<file path="src/rtl/shift_add_multiplier.sv">
// rtl/shift_add_multiplier.sv - sequential shift-and-add unsigned multiplier with start/busy/done handshake
// Optional MULT_EARLY_EXIT_EN: leave CALC as soon as no set multiplier bits remain.

module full_adder (
  input  logic a,
  input  logic b,
  input  logic cin,
  output logic sum,
  output logic cout
);
  assign sum  = a ^ b ^ cin;
  assign cout = (a & b) | (cin & (a ^ b));
endmodule

module shift_add_multiplier #(
  parameter int A_WIDTH = 2,
  parameter int B_WIDTH = 3,
  parameter int P_WIDTH = A_WIDTH + B_WIDTH
) (
  input  logic               clk,
  input  logic               rst,
  input  logic               start,
  input  logic [A_WIDTH-1:0] a,
  input  logic [B_WIDTH-1:0] b,
  output logic               busy,
  output logic               done,
  output logic [P_WIDTH-1:0] product
);

  localparam int CNT_W = $clog2(B_WIDTH + 1);
  localparam logic [CNT_W-1:0] LAST_STEP = CNT_W'(B_WIDTH - 1);

  typedef enum logic [1:0] {IDLE, CALC, DONE} state_t;

  state_t             state_q, state_d;
  logic [P_WIDTH-1:0] acc_q, acc_d;
  logic [P_WIDTH-1:0] mcand_q, mcand_d;
  logic [B_WIDTH-1:0] mplier_q, mplier_d;
  logic [CNT_W-1:0]   cnt_q, cnt_d;
  logic [P_WIDTH-1:0] product_q, product_d;
  logic               busy_q, busy_d;
  logic               done_q, done_d;
  logic               last_step;

  logic [P_WIDTH-1:0] sum;
  logic [P_WIDTH-1:0] carry;
  logic               carry_unused;

  // The carry out of the top cell can never be set: P_WIDTH bits hold the largest product.
  assign carry[0] = 1'b0;

  genvar i;
  generate
    for (i = 0; i < P_WIDTH; i++) begin : g_ripple
      if (i < P_WIDTH - 1) begin : g_mid
        full_adder u_fa (
          .a    (acc_q[i]),
          .b    (mcand_q[i]),
          .cin  (carry[i]),
          .sum  (sum[i]),
          .cout (carry[i+1])
        );
      end else begin : g_top
        full_adder u_fa (
          .a    (acc_q[i]),
          .b    (mcand_q[i]),
          .cin  (carry[i]),
          .sum  (sum[i]),
          .cout (carry_unused)
        );
      end
    end
  endgenerate

  always_comb begin
    state_d   = state_q;
    acc_d     = acc_q;
    mcand_d   = mcand_q;
    mplier_d  = mplier_q;
    cnt_d     = cnt_q;
    product_d = product_q;
    busy_d    = busy_q;
    done_d    = 1'b0;
    last_step = 1'b0;

    case (state_q)
      CALC: begin
        acc_d    = mplier_q[0] ? sum : acc_q;
        mcand_d  = mcand_q << 1;
        mplier_d = mplier_q >> 1;
        cnt_d    = cnt_q + CNT_W'(1);
`ifdef MULT_EARLY_EXIT_EN
        last_step = (cnt_q == LAST_STEP) || (mplier_d == '0);
`else
        last_step = (cnt_q == LAST_STEP);
`endif
        if (last_step) begin
          product_d = acc_d;
          state_d   = DONE;
          busy_d    = 1'b0;
          done_d    = 1'b1;
        end
      end
      default: begin
        // IDLE and DONE accept a new request identically, so DONE can chain straight into CALC.
        busy_d  = 1'b0;
        state_d = IDLE;
        if (start) begin
          acc_d    = '0;
          mcand_d  = P_WIDTH'(a);
          mplier_d = b;
          cnt_d    = '0;
          state_d  = CALC;
          busy_d   = 1'b1;
        end
      end
    endcase
  end

  always_ff @(posedge clk or posedge rst) begin
    if (rst) begin
      state_q   <= IDLE;
      acc_q     <= '0;
      mcand_q   <= '0;
      mplier_q  <= '0;
      cnt_q     <= '0;
      product_q <= '0;
      busy_q    <= 1'b0;
      done_q    <= 1'b0;
    end else begin
      state_q   <= state_d;
      acc_q     <= acc_d;
      mcand_q   <= mcand_d;
      mplier_q  <= mplier_d;
      cnt_q     <= cnt_d;
      product_q <= product_d;
      busy_q    <= busy_d;
      done_q    <= done_d;
    end
  end

  assign busy    = busy_q;
  assign done    = done_q;
  assign product = product_q;

endmodule

</file>
<file path="config.mk">
export PLATFORM = sky130hd
export DESIGN_NAME = shift_add_multiplier
export DESIGN_NICKNAME = d
export VERILOG_FILES = /design/src/rtl/shift_add_multiplier.sv
export SDC_FILE = /design/constraint.sdc
export NUM_CORES = 1
export LEC_CHECK = 0
export CORE_AREA = 5 5 67 69
export CTS_CLUSTER_SIZE = 24
export DETAILED_ROUTE_END_ITERATION = 12
export DIE_AREA = 0 0 72 74
export GPL_TIMING_DRIVEN = 0
export PLACE_DENSITY = 0.56
export SYNTH_ARGS = -nofsm -noshare
export SYNTH_HDL_FRONTEND = slang
export SYNTH_SLANG_ARGS = --single-unit
</file>
<file path="constraint.sdc">
create_clock -name clk -period 3.31 [get_ports clk]
set_clock_uncertainty 0.15 [all_clocks]
set_input_delay 0.662 -clock clk [delete_from_list [all_inputs] [get_ports clk]]
set_output_delay 0.662 -clock clk [all_outputs]
set_load 0.01 [all_outputs]
</file>
==> flow_summary.json <==
{
  "clkTransAtPathRegs_ns": 0.08,
  "cts_root_buf": "clkbuf_8",
  "ios": 15,
  "ys_ff_latch": 23,
  "fmax_ghz": 0.396,
  "clockBufferDepth": 2,
  "tightest_slew_ns": 0.872,
  "setup.worst_path.start": "mcand_q[0]",
  "grt_pass1_vias": 759,
  "start_util_pct": 28.6,
  "rsz0062_at_grt": "false",
  "detail_route.wl_per_cell_um": 11.7,
  "switchingPower_uw": 411,
  "diodes": 0,
  "power_density_nw_per_um2": 839,
  "status": "completed",
  "place.gp.congestion": 0.741,
  "power.leakage_nw": 0.630,
  "drive_above_1_share_pct": 9.48,
  "post_cts_resize_count": 0,
  "hold_buffers": 0,
  "yosysSeqAreaShare_pct": 52.2,
  "globalRoute.totalOverflow": 0,
  "port_buffers": 14,
  "r2r_start": "mcand_q[0]",
  "synth.net_count": 111,
  "htreeDepth": 1,
  "power.share.clock_pct": 15.2,
  "fin_cells": 166,
  "drc": 0,
  "post_dp_cell_area_um2": 1310,
  "antenna_found_initial": 0,
  "netlist_instances": 98,
  "netlist_area_um2": 1100,
  "die_y_um": 74,
  "crit_path_start_kind": "flip-flop",
  "grt_first_pass_wirelength_um": 3530,
  "synthDistinctLibCells": 24,
  "post_cts_buffers": 0,
  "grt_max_degree": 24,
  "area_delta_synth_final_pct": 22.4,
  "cts_buffers": 3,
  "coreArea_um2": 3860,
  "critical_path_class": "flip-flop to flip-flop",
  "fin_area_um2": 1350,
  "hp-class": "flip-flop to flip-flop",
  "comb_power_share_pct": 44.2,
  "yosys_warnings": 0,
  "postSynthAreaPerCell_um2": 11.3,
  "crit_arrival_ns": 2.57,
  "maxCapViolCount": 0,
  "setup-tns-final_ns": 0,
  "via_count": 727,
  "slew_violations": 0,
  "die_area_um2": 5330,
  "post-route-min-period_ns": 2.53,
  "drt_first_iter_violations": 40,
  "swShare_pct": 36.3,
  "fin_nets": 130,
  "period_share_pct": 76.4,
  "post-place-cells": 162,
  "required_ns": 3.35,
  "fp-row-count": 23,
  "hold_violations": 0,
  "internal_power_uw": 722,
  "vdd_drop_max_mv": 0.335,
  "insertion_delay_ns": 0.26,
  "seqPwrFrac_pct": 40.6,
  "cts_sinks": 23,
  "setup_violations": 0,
  "slew-limit-headroom_pct": 41.8,
  "crit_path_end_kind": "flip-flop",
  "drt-vias-per-instance": 4.38,
  "cts_tree": "done",
  "hp-start": "product[2]",
  "grt_usage_pct": 8.57,
  "dpl.hpwl_um": 1480,
  "first_pass_iters": 3,
  "die_x_um": 72,
  "critPathMaxFanout": 3,
  "totalWireLength_um": 1940,
  "postRouteAntennaNets": 0
}
==> registers in the layout, summed over array words and instances (netlist names) <==
name and count:
mcand_q 5, state_q 2, product 5, mplier_q 3, done 1, cnt_q 2, acc_q 5
==> synth_stat cells <==
cell type  count  share of area, %
a31oi_1        2               1.1
a32o_1         3               2.7
mux2_2         2               2.0
xnor2_1        1              0.79
ha_1           2               2.3
fa_1           3               5.4
dfrtp_1       23                52
nor2_1         5               1.7
buf_2          3               1.4
inv_1          9               3.1
mux2i_1       11                10
o2bb2ai_1      1              0.79
or3_1          1              0.57
o21ai_0       11               5.0
a21oi_1        1              0.45
nand2_1       10               3.4
nand3b_2       1               1.0
buf_4          1              0.68
or2b_1         1              0.68
nand2b_1       3               1.7
nor2b_1        1              0.57
buf_6          1               1.0
xor2_1         1              0.79
o21a_1         1              0.68
==> power groups by stage <==
stage	combinational [mW]	clock, mW	sequential (mW)
after detailed placement	0.509	0	0.470
after floorplan	0.333	0	0.470
after global placement	0.496	0	0.463
final	0.501	0.172	0.461
after CTS	0.510	0.181	0.463
after global routing	0.571	0.192	0.479
==> worst max-delay path, cell delays in order, from the launching register on <==
cell and delay [ns]:
dfrtp_1 0.41, ha_1 0.20, inv_1 0.06, fa_1 0.15, inv_1 0.05, fa_1 0.38
fa_1 0.42, xnor2_1 0.16, or3_1 0.31, a31oi_1 0.16
==> path summary, 6_finish.rpt <==
check                      slack [ns]         end  cells past startpoint
max                              0.78  product[4]                      9
max reg2reg                      0.78  product[4]                      9
min                              0.34  product[2]                      2
max in group asynchronous        1.74  mcand_q[2]                      2
min reg2reg                      0.34  product[2]                      2
min in group asynchronous        0.74    acc_q[1]                      2
==> cell families after synthesis <==
logic type	after synthesis	share of synthesized area, %
XOR/XNOR	2	1.59
AND/OR/NAND/NOR	22	9.64
adder cells (fa/ha/maj)	5	7.71
buffers and inverters	14	6.12
multiplexers	13	12.0
AO/OA/AOI/OAI	19	10.8
flip-flops	23	52.2
==> metrics by stage <==
step                      utilization [%]  hold WS [ns]  total power, mW  setup slack [ns]
after detailed placement             33.9         0.329            0.979             0.789
after global placement               33.9         0.313            0.959             0.803
after global routing                 35.0         0.385             1.24             0.630
after floorplan                         -         0.299            0.804             0.901
final                                35.0         0.335             1.13             0.783
after CTS                            35.0         0.347             1.15             0.772
==> cells in the final DEF (no fill, tap or decap) <==
master            n
a32o_1            3
buf_6             1
buf_4             1
nand3b_2          1
ha_1              2
dfrtp_1          23
buf_2             3
inv_1             9
o21a_1            1
o21ai_0          11
o2bb2ai_1         1
or3_1             1
clkbuf_8          3
xor2_1            1
or2b_1            1
mux2i_1          11
nor2b_1           1
nor2_1            5
nand2_1          10
a31oi_1           2
nand2b_1          3
fa_1              3
xnor2_1           1
clkbuf_1          1
a21oi_1           1
mux2_2            2
clkdlybuf4s50_1  14
==> per-layer routing <==
metal | wire length [µm] | global-route usage (%)
met5 | 0 | 0
met4 | 21 | 3.13
met3 | 86 | 2.30
met2 | 890 | 14.3
met1 | 940 | 10.8
==> final cells by class <==
cell class	instances	area [µm²]
fillers	412	2500
flip-flops and latches	23	576
multi-input cells	61	460
repair buffers	14	140
well taps	50	62.6
clock buffers	4	45.0
plain buffers	5	33.8
inverters	9	33.8
No activity file was read; power rests on OpenSTA's default activity.
